File: config.mk
export PLATFORM = sky130hd
export DESIGN_NAME = lcd_time_writer_flat
export DESIGN_NICKNAME = d
export VERILOG_FILES = /design/src/rtl/lcd_time_writer_if.sv /design/src/rtl/lcd_time_writer.sv /design/src/flat_wrapper.sv
export SDC_FILE = /design/constraint.sdc
export NUM_CORES = 1
export LEC_CHECK = 0
export BUFFER_PORTS_ARGS = -buffer_cell sky130_fd_sc_hd__buf_2
export CAP_MARGIN = 20
export CORE_MARGIN = 5
export CORE_UTILIZATION = 44
export DETAILED_ROUTE_END_ITERATION = 10
export PLACE_DENSITY = 0.66
export SYNTH_ARGS = -nofsm -noshare
export SYNTH_HDL_FRONTEND = slang
export SYNTH_SLANG_ARGS = --single-unit
File: constraint.sdc
create_clock -name clk -period 4.6 [get_ports clk]
set_input_delay 0 -clock clk [delete_from_list [all_inputs] [get_ports clk]]
set_output_delay 0 -clock clk [all_outputs]
set_load 0.005 [all_outputs]
File: src/rtl/lcd_time_writer_if.sv
// Signal bundle between the time writer and its surroundings: update request,
// BCD time inputs, LCD ready handshake in, and the LCD byte/status outputs.
interface lcd_time_writer_if;
  logic       update_i;
  logic [7:0] hh_bcd_i;
  logic [7:0] mm_bcd_i;
  logic [7:0] ss_bcd_i;
  logic       lcd_ready_i;
  logic [7:0] lcd_data_o;
  logic       lcd_send_o;
  logic       lcd_ins_data_o;
  logic       busy_o;
  logic       frame_done_o;
  logic       err_o;

  // Seen from the time writer itself
  modport slave (
    input  update_i, hh_bcd_i, mm_bcd_i, ss_bcd_i, lcd_ready_i,
    output lcd_data_o, lcd_send_o, lcd_ins_data_o, busy_o, frame_done_o, err_o
  );

  // Seen from whoever drives the requests and the LCD interface side
  modport master (
    output update_i, hh_bcd_i, mm_bcd_i, ss_bcd_i, lcd_ready_i,
    input  lcd_data_o, lcd_send_o, lcd_ins_data_o, busy_o, frame_done_o, err_o
  );
endinterface

File: src/rtl/lcd_time_writer.sv
// Prints HH:MM:SS on LCD line 1: one set-DDRAM-address instruction followed by
// eight characters, each byte handed over with a send pulse and a ready
// low-then-high acknowledge, with a per-byte timeout that abandons the frame.
module lcd_time_writer #(
  parameter logic [7:0]  LINE_ADDR = 8'h80,
  parameter logic [7:0]  SEP_CHAR  = 8'h3A,
  parameter int unsigned PULSE_LEN = 3,
  parameter logic [15:0] TIMEOUT   = 16'hFFFF
) (
  input logic              clk,
  input logic              rst,
  lcd_time_writer_if.slave bus
);

  typedef enum logic [2:0] {
    S_IDLE,
    S_START,
    S_SEND,
    S_WAIT,
    S_NEXT
  } state_t;

  localparam logic [7:0]  PULSE_LAST = 8'(PULSE_LEN - 1);
  localparam logic [15:0] TMO_LAST   = TIMEOUT - 16'd1;

  state_t     state_q;
  logic       pending_q;
  logic       seen_low_q;
  logic [3:0] idx_q;
  logic [7:0] pcnt_q;
  logic [15:0] tmo_q;
  logic [7:0] hh_q;
  logic [7:0] mm_q;
  logic [7:0] ss_q;
  logic [7:0] data_q;
  logic       send_q;
  logic       ins_q;
  logic       busy_q;
  logic       done_q;
  logic       err_q;

  logic [3:0] idx_d;
  logic [7:0] byte_d;
  logic       ins_d;
  logic       wait_exit;
  logic       tmo_hit;

  // Digits 0-9 become ASCII '0'-'9'; anything else shows as '?'
  function automatic logic [7:0] digit_char(input logic [3:0] n);
    if (n > 4'd9) return 8'h3F;
    return 8'h30 + {4'd0, n};
  endfunction

  // Index of the byte about to be loaded: 0 when starting, +1 when advancing
  assign idx_d = (state_q == S_NEXT) ? idx_q + 4'd1 : 4'd0;

  // Byte table lookup from the snapshot registers
  always_comb begin
    byte_d = 8'h00;
    ins_d  = 1'b1;
    case (idx_d)
      4'd0: begin byte_d = LINE_ADDR; ins_d = 1'b0; end
      4'd1: byte_d = digit_char(hh_q[7:4]);
      4'd2: byte_d = digit_char(hh_q[3:0]);
      4'd3: byte_d = SEP_CHAR;
      4'd4: byte_d = digit_char(mm_q[7:4]);
      4'd5: byte_d = digit_char(mm_q[3:0]);
      4'd6: byte_d = SEP_CHAR;
      4'd7: byte_d = digit_char(ss_q[7:4]);
      4'd8: byte_d = digit_char(ss_q[3:0]);
      default: byte_d = 8'h00;
    endcase
  end

  // A byte is acknowledged once ready has been seen low and is now high again;
  // an acknowledge in the same cycle as the timeout still counts.
  assign wait_exit = (state_q == S_WAIT) && seen_low_q && bus.lcd_ready_i;
  assign tmo_hit   = (tmo_q == TMO_LAST) && !wait_exit;

  // Frame sequencer with all outputs registered
  always_ff @(posedge clk) begin
    if (rst) begin
      state_q    <= S_IDLE;
      pending_q  <= 1'b0;
      seen_low_q <= 1'b0;
      idx_q      <= 4'd0;
      pcnt_q     <= 8'd0;
      tmo_q      <= 16'd0;
      hh_q       <= 8'd0;
      mm_q       <= 8'd0;
      ss_q       <= 8'd0;
      data_q     <= 8'd0;
      send_q     <= 1'b0;
      ins_q      <= 1'b0;
      busy_q     <= 1'b0;
      done_q     <= 1'b0;
      err_q      <= 1'b0;
    end else begin
      done_q    <= 1'b0;
      // Requests accumulate into a single pending refresh from any state
      pending_q <= pending_q | bus.update_i;
      case (state_q)
        S_IDLE: begin
          if (pending_q && bus.lcd_ready_i) state_q <= S_START;
        end
        S_START: begin
          hh_q       <= bus.hh_bcd_i;
          mm_q       <= bus.mm_bcd_i;
          ss_q       <= bus.ss_bcd_i;
          // A request landing on the snapshot cycle still earns its own frame
          pending_q  <= bus.update_i;
          err_q      <= 1'b0;
          busy_q     <= 1'b1;
          idx_q      <= idx_d;
          data_q     <= byte_d;
          ins_q      <= ins_d;
          send_q     <= 1'b1;
          pcnt_q     <= 8'd0;
          tmo_q      <= 16'd0;
          seen_low_q <= 1'b0;
          state_q    <= S_SEND;
        end
        S_SEND, S_WAIT: begin
          if (!bus.lcd_ready_i) seen_low_q <= 1'b1;
          tmo_q <= tmo_q + 16'd1;
          if (state_q == S_SEND) begin
            pcnt_q <= pcnt_q + 8'd1;
            if (pcnt_q == PULSE_LAST) begin
              send_q  <= 1'b0;
              state_q <= S_WAIT;
            end
          end else if (wait_exit) begin
            state_q <= S_NEXT;
            if (idx_q == 4'd8) begin
              done_q <= 1'b1;
              busy_q <= 1'b0;
            end
          end
          if (tmo_hit) begin
            err_q   <= 1'b1;
            busy_q  <= 1'b0;
            send_q  <= 1'b0;
            state_q <= S_IDLE;
          end
        end
        S_NEXT: begin
          if (idx_q == 4'd8) begin
            state_q <= S_IDLE;
          end else begin
            idx_q      <= idx_d;
            data_q     <= byte_d;
            ins_q      <= ins_d;
            send_q     <= 1'b1;
            pcnt_q     <= 8'd0;
            tmo_q      <= 16'd0;
            seen_low_q <= 1'b0;
            state_q    <= S_SEND;
          end
        end
        default: state_q <= S_IDLE;
      endcase
    end
  end

  assign bus.lcd_data_o     = data_q;
  assign bus.lcd_send_o     = send_q;
  assign bus.lcd_ins_data_o = ins_q;
  assign bus.busy_o         = busy_q;
  assign bus.frame_done_o   = done_q;
  assign bus.err_o          = err_q;

endmodule
File: src/flat_wrapper.sv
// flat-port wrapper written by rule: the top's interface ports become plain ports
module lcd_time_writer_flat 
#(
  parameter logic [7:0]  LINE_ADDR = 8'h80,
  parameter logic [7:0]  SEP_CHAR  = 8'h3A,
  parameter int unsigned PULSE_LEN = 3,
  parameter logic [15:0] TIMEOUT   = 16'hFFFF
)
  (clk, rst, bus_update_i, bus_hh_bcd_i, bus_mm_bcd_i, bus_ss_bcd_i, bus_lcd_ready_i, bus_lcd_data_o, bus_lcd_send_o, bus_lcd_ins_data_o, bus_busy_o, bus_frame_done_o, bus_err_o);
  lcd_time_writer_if bus_i ();
  input logic clk;
  input logic rst;
  input wire logic [$bits(bus_i.update_i)-1:0] bus_update_i;
  input wire logic [$bits(bus_i.hh_bcd_i)-1:0] bus_hh_bcd_i;
  input wire logic [$bits(bus_i.mm_bcd_i)-1:0] bus_mm_bcd_i;
  input wire logic [$bits(bus_i.ss_bcd_i)-1:0] bus_ss_bcd_i;
  input wire logic [$bits(bus_i.lcd_ready_i)-1:0] bus_lcd_ready_i;
  output wire logic [$bits(bus_i.lcd_data_o)-1:0] bus_lcd_data_o;
  output wire logic [$bits(bus_i.lcd_send_o)-1:0] bus_lcd_send_o;
  output wire logic [$bits(bus_i.lcd_ins_data_o)-1:0] bus_lcd_ins_data_o;
  output wire logic [$bits(bus_i.busy_o)-1:0] bus_busy_o;
  output wire logic [$bits(bus_i.frame_done_o)-1:0] bus_frame_done_o;
  output wire logic [$bits(bus_i.err_o)-1:0] bus_err_o;
  assign bus_i.update_i = bus_update_i;
  assign bus_i.hh_bcd_i = bus_hh_bcd_i;
  assign bus_i.mm_bcd_i = bus_mm_bcd_i;
  assign bus_i.ss_bcd_i = bus_ss_bcd_i;
  assign bus_i.lcd_ready_i = bus_lcd_ready_i;
  assign bus_lcd_data_o = bus_i.lcd_data_o;
  assign bus_lcd_send_o = bus_i.lcd_send_o;
  assign bus_lcd_ins_data_o = bus_i.lcd_ins_data_o;
  assign bus_busy_o = bus_i.busy_o;
  assign bus_frame_done_o = bus_i.frame_done_o;
  assign bus_err_o = bus_i.err_o;
  lcd_time_writer #(.LINE_ADDR(LINE_ADDR), .SEP_CHAR(SEP_CHAR), .PULSE_LEN(PULSE_LEN), .TIMEOUT(TIMEOUT)) u_core (.clk(clk), .rst(rst), .bus(bus_i));
endmodule
# Yosys cells after proc, flatten, opt, wreduce, memory -nomap -nowiden
# Cells that the tools add are included.
[word_totals] ff_bits=70 input_bits=28
[classes] n_addsub=9 order_cmp=6 eq_ne=27 muxes=62 bitwise=3 reduce_logical=21
[ops] cell="$mux W8" count=15
[ops] cell="$pmux W8 S8" count=1
[ops] cell="$pmux W16 S3" count=1
[ops] cell="$add A6 B4 Y7 const A" count=6
[ops] cell="$mux W1" count=27
[ops] cell="$gt A4 B4 Y1 const B" count=6
[ops] cell="$pmux W8 S3" count=1
[ops] cell="$add A16 B1 Y16 const B" count=1
[ops] cell="$eq A16 B16 Y1 const B" count=1
[ops] cell="$eq A4 B3 Y1 const B" count=4
[ops] cell="$mux W16" count=1
[ops] cell="$pmux W8 S2" count=1
[ops] cell="$mux W3" count=5
[ops] cell="$ne A3 B1 Y1 const B" count=4
[ops] cell="$pmux W3 S4" count=1
[ops] cell="$reduce_and A3 Y1" count=3
[ops] cell="$add A8 B1 Y8 const B" count=1
[ops] cell="$eq A4 B2 Y1 const B" count=2
[ops] cell="$eq A4 B4 Y1 const B" count=2
[ops] cell="$eq A8 B2 Y1 const B" count=1
[ops] cell="$mux W4" count=2
[ops] cell="$pmux W4 S2" count=1
[ops] cell="$reduce_and A4 Y1" count=2
[ops] cell="$eq A3 B2 Y1 const B" count=2
[ops] cell="other kinds (23)" count=37

# Longest topological paths before layout
[depth] ltp_word=8 ltp_mapped=11 depth_no_buf=7

# Worst setup path before layout
# Ideal clock, no wire load.
[synth_timing] kind="register -> register" startpoint="reg u_core.idx_q[0]" endpoint="reg u_core.seen_low_q" arrival_ns=2.065 required_time_ns=4.483 path_slack_ns=2.418 stages_incl_launch_ff=12 n_path_buf=4 synth_period_minus_slack_ns=2.182 cell_sequence="dfxtp_1 > clkbuf_1 > inv_1 > ha_1 > nand3b_1 > a21oi_1 > or2_2 > buf_2 > nand2b_1 > clkbuf_1 > buf_2 > nor2_1"
[synth_between] elab_chain_cells=3
[synth_lines] item="start: declaration" line="lcd_time_writer.sv:29" source="logic [3:0] idx_q;"
[synth_lines] item="start signal: assignment" line="lcd_time_writer.sv:114" source="idx_q <= idx_d;"
[synth_lines] item="start signal: assignment" line="lcd_time_writer.sv:150" source="idx_q <= idx_d;"
[synth_lines] item="$eq A4 B4 Y1" line="lcd_time_writer.sv:147" source="if (idx_q == 4'd8) begin"
[synth_lines] item="$ne A2 B2 Y1 (no line)"
[synth_lines] item="$reduce_and A3 Y1 (no line)"
[synth_lines] item="end signal: assignment" line="lcd_time_writer.sv:120" source="seen_low_q <= 1'b0;"
[synth_lines] item="end signal: assignment" line="lcd_time_writer.sv:124" source="if (!bus.lcd_ready_i) seen_low_q <= 1'b1;"
[synth_lines] item="end signal: assignment" line="lcd_time_writer.sv:156" source="seen_low_q <= 1'b0;"
[synth_lines] item="end: declaration" line="lcd_time_writer.sv:28" source="logic seen_low_q;"
# No other way between the ends.
# A chain may end at the register's enable or synchronous reset.

# Final worst setup path
[layout_timing] startpoint="reg u_core.idx_q[0]" endpoint="reg u_core.data_q[0] (netlist: u_core.bus.lcd_data_o[0])"
[layout_between] elab_chain_cells=7
[layout_lines] item="$add A4 B1 Y4" line="lcd_time_writer.sv:55" source="assign idx_d = (state_q == S_NEXT) ? idx_q + 4'd1 : 4'd0;"
[layout_lines] item="$mux W4" line="lcd_time_writer.sv:55"
[layout_lines] item="$eq A4 B2 Y1 / $eq A4 B3 Y1 (equally long branches)" line="lcd_time_writer.sv:61" source="case (idx_d)"
[layout_lines] item="$reduce_or A2 Y1 (no line)"
[layout_lines] item="$pmux W8 S8" line="lcd_time_writer.sv:61"
[layout_lines] item="$mux W8" line="lcd_time_writer.sv:147"
[layout_lines] item="$pmux W8 S2" line="lcd_time_writer.sv:102" source="case (state_q)"
[layout_lines] item="end signal: assignment" line="lcd_time_writer.sv:115" source="data_q <= byte_d;"
[layout_lines] item="end signal: assignment" line="lcd_time_writer.sv:151" source="data_q <= byte_d;"
[layout_lines] item="end: declaration" line="lcd_time_writer.sv:35" source="logic [7:0] data_q;"
# Parallel ways exist; a longest one is shown, timed or not. The select of a mux whose other input is x is not followed.

==> qor.yml <==
run_status:
  status: "complete, no violations"
setup_path:
  worst_ep_required_time_ns: 4.84
  critical_path_depth: 7
  rr_worst_depth: 7
  crit_type: "reg2reg"
  cp-endpoint: "u_core.bus.lcd_data_o[0]"
  startpoint_type: "register"
  r2r_slack_ns: 2.08
  r2r_start: "u_core.idx_q[0]"
  cp-end-kind: "register"
  critPathMaxStageDelay_ns: 0.66
  arrival_ns: 2.76
  cpMaxStageDelayCell: "nor2_1"
  critPathMaxFanout: 13
  rr_endpoint: "u_core.bus.lcd_data_o[0]"
  path_cells: "inv_1, ha_1, nand3b_1, a21oi_1, nor2_1, o21ai_0, o311a_1"
  crit_family: "simple AND/OR/NAND/NOR gates"
  critical_path_buf_inv_count: 1
  crit_start: "u_core.idx_q[0]"
placement:
  place_area_um2: 3580
  post-place-cells: 548
  port_buffers: 39
  place_worst_setup_slack_ns: 2.12
  gp_congestion: 0.959
  dp_hpwl_um: 5620
sta:
  setup_violations: 0
  rsz0062_at_grt: "no"
  slew_violations: 0
  worst_pin_slew_ns: 0.900
  skew_ns: 0.00916
  hold_viol: 0
  final.setup.tns_ns: 0
  fin_crit_ns: 2.52
  fin_crit_sh_pct: 54.8
  fmax_mhz: 396
  relSlewSlack_pct: 40.0
  fin_ws_ns: 2.08
synthesis:
  synth_edf_count: 0
  async_flop_share_pct: 0
  synth.area.top_cells: "dfxtp_1 40%, nand2_1 8.5%, a21oi_1 8.4%"
  yosysWarnings: 0
  yosys.area.top_type: "dfxtp_1"
  yosysSeqAreaShare_pct: 40.1
  netlist_instances: 435
  synth.distinct_cells: 54
  yosysTopAreaCellShare_pct: 40.1
  synth_area_per_cell_um2: 7.80
  netlist_area_um2: 3390
  synth_ff_type: "dfxtp_1"
  syn-num-nets: 469
  synth.ff_latch_count: 68
clocking:
  post_cts_resized: 0
  cts_hold_buf: 26
  cts.sinks: 68
  clk_pin_slew_ns: 0.07
  clockBufferDepth: 2
  numCtsBuffers: 9
  clock_latency_ns: 0.35
  cts_tree: "yes"
  cts-root-buf: "clkbuf_8"
  cts_setup_buffers: 0
  cts.htree.levels: 3
pwr:
  power_density_nw_per_um2: 290
  p_leak_nw: 1.45
  irDropWorstVdd_v: 0.000197
route:
  vias: 3178
  routed.top_layer: "met4"
  drtAntennaViolNets: 0
  routed_wl_um: 8340
  wl_met3_um: 476
  drc_errors: 0
  drt-initial-drc-count: 304
  drtPass1Iterations: 5
  vias_per_cell: 5.40
  wl_per_cell_um: 14.2
  drt-met1-wl_um: 3990
  route.met2.wl_um: 3780
min_path:
  min_from: "rst"
  min_path_type: "in2reg"
  hold_depth: 2
floorplanning:
  dieArea_um2: 9560
  die_x_um: 97.8
  die_height_um: 97.8
  coreArea_um2: 7610
  rows: 32
  ioPinCount: 41
  initial_core_util_pct: 44.6
layout:
  syn_to_final_growth_pct: 17.9
  nNetsFinal: 517
  final_cell_area_um2: 4000
  drive_gt1_share_pct: 12.1
  layout.cells.most_common: "nand2_1"
  final_cell_mix: "77 x nand2_1, 68 x dfxtp_1, 57 x a21oi_1"
  stdcell_count: 588
  antenna_cells: 0
global_route:
  grt_max_degree: 50
  gr-total-overflow: 0
  grt_pass1_wl_um: 14200
  grtUsageTotal_pct: 18.1
  grt_pass1_vias: 2973
  antenna_found_initial: 0
flow_run:
  max-cap-violations: 0
[state kept, by name (all words and copies together), names as in the netlist]
register / count
u_core.bus.err_o: 1
u_core.hh_q: 8
u_core.bus.lcd_ins_data_o: 1
u_core.pcnt_q: 8
u_core.bus.lcd_data_o: 6
u_core.state_q: 3
u_core.tmo_q: 16
u_core.mm_q: 8
u_core.idx_q: 4
u_core.seen_low_q: 1
u_core.bus.busy_o: 1
u_core.bus.lcd_send_o: 1
u_core.pending_q: 1
u_core.ss_q: 8
u_core.bus.frame_done_o: 1
[layout make-up]
class | instances | area (um2)
Fill cell | 747 | 3610
Clock inverter | 3 | 15.0
Inverter | 9 | 33.8
Multi-Input combinational cell | 328 | 1850
Clock buffer | 11 | 141
Tap cell | 102 | 128
Timing Repair Buffer | 67 | 468
Sequential cell | 68 | 1360
[power breakdown]
group | switching [W] | internal [W] | total (W)
combinational | 0.0000641 | 0.0000508 | 0.000115
clock | 0.000214 | 0.000202 | 0.000416
sequential | 0.0000192 | 0.000608 | 0.000627
total | 0.000298 | 0.000860 | 0.00116
[layer usage]
metal | vias to the layer above | global-route usage (%)
li1 | 1621 | -
met1 | 1448 | 24.3
met2 | 99 | 28.7
met3 | 10 | 4.93
met4 | 0 | 5.11
met5 | - | 0
[through the flow]
stage / hold slack [ns] / utilization, % / power (W)
floorplan: 0.0843 / - / 0.000706
global route: 0.303 / 52.6 / 0.00121
finish: 0.259 / 52.6 / 0.00116
detailed placement: 0.220 / 47.1 / 0.000737
CTS: 0.254 / 52.6 / 0.00117
global placement: 0.203 / 47.0 / 0.000735
[cell usage after synthesis (all sizes together), types with 4 or more instances]
cell type,count
nor2,45
nor3,8
nand3,15
nor2b,7
dfxtp,68
a21oi,57
nor4,5
xor2,17
nand4b,4
and3,4
a211oi,5
o21ai,5
clkbuf,20
a311oi,4
nand4,8
nand2,77
inv,9
buf,10
nand2b,5
ha,6
o21a,7
[kinds of logic after synthesis]
logic type,count (synthesis),share of synthesized area (%)
xor+xnor,20,5.16
other cells,1,0.111
mux,1,0.295
simple gates,194,26.9
fa+ha+maj,6,2.21
compound gates,106,19.9
flops,68,40.1
buf+inv,39,5.27
[how the worst min path moves through the flow]
stage                                   end
final                      u_core.pcnt_q[1]
after global routing        u_core.tmo_q[1]
after CTS                  u_core.pcnt_q[1]
after detailed placement   u_core.pending_q
after global placement     u_core.pending_q
after floorplan           u_core.state_q[2]
(Power assumes the default switching activity.)
